<file path="config.mk">
export PLATFORM = sky130hd
export DESIGN_NAME = mem_stage
export DESIGN_NICKNAME = d
export VERILOG_FILES = /design/src/rtl/mem_stage.sv
export SDC_FILE = /design/constraint.sdc
export NUM_CORES = 1
export LEC_CHECK = 0
export BUFFER_PORTS_ARGS = -buffer_cell sky130_fd_sc_hd__buf_2
export CAP_MARGIN = 20
export CORE_UTILIZATION = 43
export DETAILED_ROUTE_END_ITERATION = 10
export PLACE_DENSITY = 0.82
export SLEW_MARGIN = 40
export SYNTH_ARGS = -nofsm -noshare
export SYNTH_HDL_FRONTEND = slang
export SYNTH_SLANG_ARGS = --single-unit
</file>
<file path="constraint.sdc">
create_clock -name clock -period 1.9 [get_ports clock]
set_input_delay 0.38 -clock clock [delete_from_list [all_inputs] [get_ports clock]]
set_output_delay 0.38 -clock clock [all_outputs]
set_load 0.01 [all_outputs]
</file>
<file path="src/rtl/mem_stage.sv">
// mem_stage: memory stage of the 5-stage MIPS pipeline.
//
// Takes the EX/MEM pipeline register, performs lw/sw accesses over a req/ack
// data-memory handshake, and produces the MEM/WB pipeline register. While an
// access is outstanding mem_stall_c holds EX and the upstream stages.
//
// Ports:
//   clock, reset_n         clock; synchronous active-low reset
//   EX_MEM_*               incoming pipeline register (result = byte address for lw/sw)
//   dmem_req/we/addr/wdata registered memory request (addr word aligned)
//   dmem_ack, dmem_rdata   memory completion and read data
//   mem_stall_c            combinational stall to EX
//   MEM_WB_*               outgoing pipeline register; err flags misalign/timeout
module mem_stage #(
    parameter int unsigned TIMEOUT_CYCLES = 255  // legal range 1..255
) (
    input  logic        clock,
    input  logic        reset_n,
    input  logic [31:0] EX_MEM_result,
    input  logic [31:0] EX_MEM_B,
    input  logic [4:0]  EX_MEM_dest,
    input  logic [5:0]  EX_MEM_op,
    input  logic        EX_MEM_valid,
    input  logic [31:0] EX_MEM_targetPC,
    input  logic        dmem_ack,
    input  logic [31:0] dmem_rdata,
    output logic        dmem_req,
    output logic        dmem_we,
    output logic [31:0] dmem_addr,
    output logic [31:0] dmem_wdata,
    output logic        mem_stall_c,
    output logic [31:0] MEM_WB_result,
    output logic [4:0]  MEM_WB_dest,
    output logic [5:0]  MEM_WB_op,
    output logic        MEM_WB_valid,
    output logic [31:0] MEM_WB_targetPC,
    output logic        MEM_WB_err
);

    localparam logic [5:0] OP_LW    = 6'b100011;
    localparam logic [5:0] OP_SW    = 6'b101011;
    localparam logic [7:0] LAST_CNT = 8'(TIMEOUT_CYCLES - 1);

    typedef enum logic [1:0] {StIdle, StWait, StDone} state_e;

    state_e      state_q;
    logic [7:0]  cnt_q;
    logic [31:0] rdata_q;
    logic        err_q;

    logic is_lw, is_sw, is_mem, aligned;

    assign is_lw   = (EX_MEM_op == OP_LW);
    assign is_sw   = (EX_MEM_op == OP_SW);
    assign is_mem  = is_lw | is_sw;
    assign aligned = (EX_MEM_result[1:0] == 2'b00);

    // Depends on state and the EX_MEM instruction only, never on dmem_ack.
    // Gated by reset so every output reads 0 while reset is held.
    always_comb begin
        mem_stall_c = reset_n &&
                      ((state_q == StWait) || ((state_q == StIdle) && is_mem && aligned));
    end

    always_ff @(posedge clock) begin
        if (!reset_n) begin
            state_q         <= StIdle;
            cnt_q           <= 8'd0;
            rdata_q         <= 32'd0;
            err_q           <= 1'b0;
            dmem_req        <= 1'b0;
            dmem_we         <= 1'b0;
            dmem_addr       <= 32'd0;
            dmem_wdata      <= 32'd0;
            MEM_WB_result   <= 32'd0;
            MEM_WB_dest     <= 5'd0;
            MEM_WB_op       <= 6'd0;
            MEM_WB_valid    <= 1'b0;
            MEM_WB_targetPC <= 32'd0;
            MEM_WB_err      <= 1'b0;
        end else begin
            unique case (state_q)
                StIdle: begin
                    MEM_WB_dest     <= EX_MEM_dest;
                    MEM_WB_op       <= EX_MEM_op;
                    MEM_WB_targetPC <= EX_MEM_targetPC;
                    if (is_mem && aligned) begin
                        state_q       <= StWait;
                        cnt_q         <= 8'd0;
                        dmem_req      <= 1'b1;
                        dmem_we       <= is_sw;
                        dmem_addr     <= {EX_MEM_result[31:2], 2'b00};
                        dmem_wdata    <= EX_MEM_B;
                        // Bubble into WB while the access is in flight.
                        MEM_WB_result <= 32'd0;
                        MEM_WB_valid  <= 1'b0;
                        MEM_WB_err    <= 1'b0;
                    end else begin
                        // Misaligned memory ops fault here without touching memory.
                        MEM_WB_result <= is_mem ? 32'd0 : EX_MEM_result;
                        MEM_WB_valid  <= is_mem ? 1'b0 : EX_MEM_valid;
                        MEM_WB_err    <= is_mem;
                    end
                end
                StWait: begin
                    if (dmem_ack) begin
                        rdata_q  <= dmem_rdata;
                        err_q    <= 1'b0;
                        dmem_req <= 1'b0;
                        state_q  <= StDone;
                    end else if (cnt_q == LAST_CNT) begin
                        err_q    <= 1'b1;
                        dmem_req <= 1'b0;
                        state_q  <= StDone;
                    end else begin
                        cnt_q <= cnt_q + 8'd1;
                    end
                end
                StDone: begin
                    // EX_MEM still holds the memory instruction here; it is retired, not re-issued.
                    state_q         <= StIdle;
                    MEM_WB_dest     <= EX_MEM_dest;
                    MEM_WB_op       <= EX_MEM_op;
                    MEM_WB_targetPC <= EX_MEM_targetPC;
                    MEM_WB_result   <= (is_lw && !err_q) ? rdata_q : 32'd0;
                    MEM_WB_valid    <= is_lw && !err_q;
                    MEM_WB_err      <= err_q;
                end
                default: state_q <= StIdle;
            endcase
        end
    end

endmodule

</file>
# After elaboration in Yosys (flattened, before gate mapping)
# Index checks and enable logic that the tools add are counted.
# word_totals
inputBits	143
wordCells	67
ff_bits	184
# op_classes
n_eq_ne	9
reduce_logical	19
mux	23
n_bitwise	1
addsub	1
# op_table
operator	count
32-bit two-way mux	3
32-bit case mux with 2 select lines	1
8-bit two-way mux	3
8-bit case mux with 2 select lines	1
6-bit equality test (second input constant)	2
8-bit by 1-bit adder with 8-bit output (second input constant)	1
8-bit equality test (second input constant)	1
1-bit two-way mux	8
2-bit AND reduction	4
2-bit two-way mux	3
1-bit case mux with 2 select lines	3
2-bit nonzero test	3
1-bit logical AND	5
2-bit logical NOT	2
2-bit != test (second input constant)	2
2-bit case mux with 2 select lines	1
4-bit AND reduction	1
3-bit by 2-bit != test with 1-bit output (second input constant)	1
3-bit AND reduction	1
2-bit by 1-bit equality test with 1-bit output (second input constant)	1
2-bit equality test (second input constant)	1
2-bit by 1-bit != test with 1-bit output (second input constant)	1
2-bit OR reduction	1
1-bit logical NOT	1
other kinds (2)	2

# Depth between registers and ports, before layout
# depth
ltp_word	6
ltp_mapped	7

# Least setup slack after synthesis
# Ideal clock, no wire load.
# synth_timing
path_kind	register to register
from	register cnt_q[0]
to	register cnt_q[3]
stages_incl_launch_ff	7
arrival_ns	1.768
setup_slack_ns	0.058
setup_time_ns	0.074
t_required_ns	1.826
period_less_slack_ns	1.842
cell_sequence	dfxtp_1 > inv_1 > ha_1 > and3_1 > a211o_1 > or4_1 > a31oi_1
# synth_between
elab_chain_cells	4
elab_cells_between_ends	7
# synth_rtl
element	line	text
from (decl)	47	logic [7:0] cnt_q;
from (signal assigned)	116	cnt_q <= cnt_q + 8'd1;
8-bit by 1-bit adder with 8-bit output	116	
8-bit two-way mux	111	end else if (cnt_q == LAST_CNT) begin
8-bit two-way mux	106	if (dmem_ack) begin
8-bit case mux with 2 select lines	82	unique case (state_q)
# Several ways; a longest one is shown, not always the timed one. The select of a mux whose other input is x is not followed.
# A chain may end at the register's enable or synchronous reset.

# Final worst setup path
# layout_timing
from	register state_q[1]
to	output mem_stall_c
# layout_between
elab_chain_cells	5
elab_cells_between_ends	6
# layout_rtl
element	line	text
from (decl)	46	state_e state_q;
from (signal assigned)	67	state_q <= StIdle;
from (signal assigned)	88	state_q <= StWait;
from (signal assigned)	110	state_q <= StDone;
2-bit logical NOT	62	((state_q == StWait) || ((state_q == StIdle) && is_mem && aligned));
1-bit logical AND (2 in series)	62	
1-bit logical OR (*)	62	
1-bit logical AND (*)	61	mem_stall_c = reset_n &&
to (decl)	31	output logic mem_stall_c,
# Every way passes the cells marked *; elsewhere a longest branch is shown, timed or not.

==> reports/qor.yml <==
timing:
  hold_viol_final: 0
  fin_crit_ns: 1.91
  layout_setup_ws_ns: -0.00698
  slew_viol_final: 0
  fmax_mhz: 524
  finClkSkew_ns: 0.00511
  worst_slew_pin_slew_ns: 0.531
  period_share_pct: 100
  finalSetupViolCount: 1
  relSlewSlack_pct: 64.6
  rsz0062_at_grt: "yes"
cells_and_area:
  antenna_cells: 0
  layout_common_cells: "buf_2, nand2_1, dfxtp_1"
  num-nets-final: 1201
  finalInstanceArea_um2: 9100
  layout_commonest_cell: "buf_2"
  area_delta_synth_final_pct: 34.6
  drive_gt1_share_pct: 32.7
  finish.utilization_pct: 59.7
drt:
  drc: 0
  drt_first_iter_violations: 405
  wl_per_cell_um: 15.6
  ant_nets: 0
  via_per_inst: 5.22
  drt-total-wl_mm: 19.9
  dr.pass1.iters: 5
  vias: 6672
worst_setup_path:
  reg2reg_depth: 6
  worstPathMaxFanout: 2
  critPathKind: "reg -> out"
  cp-start-kind: "register"
  crit_path_end_kind: "output port"
  arrival_ns: 1.53
  worstPathRequired_ns: 1.52
synthesis:
  synth-seq-cells: 184
  synthCells: 789
  synth-adder-area-share_pct: 0.370
  async_flop_share_pct: 0
  synth_edf_count: 0
  ys_types: 38
  ys_seq_area_share_pct: 54.5
  synthXorXnorAreaFrac_pct: 0
  synthSimpleGateAreaFrac_pct: 17.8
  syn_avg_cell_area_um2: 8.57
  synth_compound_area_share_pct: 16.4
  synthFlopType: "dfxtp_1"
  synth_area_um2: 6760
  synth_top_family_by_area: "simple AND/OR/NAND/NOR gates"
  synth_warnings: 0
  synthMuxAreaShare_pct: 6.36
floorplan:
  initial_utilization_pct: 44.3
  core_area_um2: 15300
  dieWidth_um: 127
  rows: 45
  die_h_um: 127
  boundaryPins: 287
  die_area_um2: 16200
run:
  drv_cap: 0
clocking:
  cts_buffer_depth: 2
  cts_tree: "built"
  numCtsBuffers: 17
  clock-root-buffer: "clkbuf_16"
  clk_pin_slew_ns: 0.07
  clk_latency_ns: 0.42
  postCtsHoldBufs: 0
  clock-sinks: 184
  cts_htree_levels: 4
place:
  place_area_um2: 8460
  dp_slack_ns: 0.124
  dp_hpwl_mm: 13.4
  globalplace.congestion: 0.906
  io_buffers: 284
min_path:
  hold_path_class: "in -> reg"
  whs_path_depth: 3
global_route:
  antenna_found_initial: 0
  track_usage_pct: 24.5
  grt_max_degree: 104
  grt_pass1_wl_mm: 31.1
  grt_pass1_vias: 6306
  grt_overflow: 0
power:
  ir_drop_mv: 0.658
  leakagePower_nw: 3.88
  power_density_nw_per_um2: 904
outcome:
  violations: "setup timing"
  run_status: "finished, violations left"
-- kinds of logic (layout without fill, tap and decap cells) --
family | after synthesis | in the layout
simple gates | 302 | 302
compound gates | 187 | 187
flops | 184 | 184
buf+inv | 70 | 346
mux | 43 | 43
fa+ha+maj | 2 | 2
other cells | 1 | 2
-- what timing repair did --
action	CTS	global route
setup endpoints to repair	1	1
setup buffers	1	0
gates cloned	0	0
resized for setup	7	0
pin swaps	2	0
-- per-layer routing --
metal / vias up / part of all wire [%] / global-route usage (%)
met3: 35 / 8.5 / 7.12
li1: 3210 / - / -
met4: 0 / 2.2 / 10.1
met2: 316 / 49 / 42.5
met1: 3111 / 40 / 28.1
met5: - / 0 / 0
-- through the flow --
stage          hold slack (ns)  cells  setup TNS, ns  power, mW
2_1_floorplan            0.436    790              0       4.32
4_1_cts                  0.165   1277        -0.0413       8.29
3_3_place_gp             0.439   1247              0       4.63
3_5_place_dp             0.444   1247              0       4.64
6_report                 0.184   1277       -0.00698       8.23
5_1_grt                  0.167   1277        -0.0738       8.51
-- worst paths after layout --
kind	startpoint	to	slack [ns]
worst max-delay path	state_q[1]$_SDFFE_PN0P_	mem_stall_c	-0.007
worst min-delay path	EX_MEM_targetPC[2]	MEM_WB_targetPC[2]$_SDFFE_PN0P_	0.18
worst max register to register	cnt_q[0]$_SDFFE_PN0P_	cnt_q[3]$_SDFFE_PN0P_	0.11
worst min register to register	dmem_addr[19]$_SDFFE_PN0P_	dmem_addr[19]$_SDFFE_PN0P_	0.45
-- flip-flops by register name, indices dropped and copies added (netlist names) --
name,flops
MEM_WB_dest,5
dmem_req,1
dmem_we,1
dmem_wdata,32
MEM_WB_op,6
MEM_WB_err,1
state_q,2
MEM_WB_result,32
rdata_q,32
cnt_q,8
err_q,1
MEM_WB_valid,1
dmem_addr,30
MEM_WB_targetPC,32
-- power by group --
part | switching (mW) | total, mW | leakage [nW] | internal [mW]
registers | 0.0492 | 4.00 | 1.50 | 3.95
logic | 0.301 | 0.559 | 2.08 | 0.258
clock network | 1.47 | 3.67 | 0.288 | 2.20
total | 1.82 | 8.23 | 3.88 | 6.41
-- worst max-delay path, stage by stage (launching register included) --
cell and delay, ns:
dfxtp_2 0.33, nor4_4 0.26, buf_4 0.17, nand3_4 0.08
a21oi_2 0.11, buf_2 0.15
-- layout make-up --
cell class,instances,area [µm²]
fillers,1337,6150
inverters,5,21.3
clock buffers,19,433
well taps,211,264
flip-flops and latches,184,3690
repair buffers,312,1710
clock inverters,10,170
multi-input cells,536,2810
-- cells in the mapped netlist, types with 2 or more instances --
cell | instances | area share (%)
a21oi_1 | 101 | 7.5
a221oi_1 | 34 | 4.4
a311oi_1 | 3 | 0.39
a31oi_1 | 4 | 0.37
and2_1 | 3 | 0.28
and3_1 | 3 | 0.28
buf_1 | 5 | 0.28
buf_2 | 17 | 1.3
buf_4 | 2 | 0.22
buf_6 | 2 | 0.33
clkbuf_1 | 39 | 2.2
dfxtp_1 | 184 | 54
ha_1 | 2 | 0.37
inv_1 | 4 | 0.22
mux2i_1 | 43 | 6.4
nand2_1 | 195 | 11
nand2b_1 | 2 | 0.18
nand3_1 | 8 | 0.59
nor2_1 | 80 | 4.4
nor3_1 | 2 | 0.15
nor4_1 | 2 | 0.18
nor4b_1 | 2 | 0.26
o21ai_0 | 37 | 2.7
Note: power is estimated with default switching activity, not from simulation.
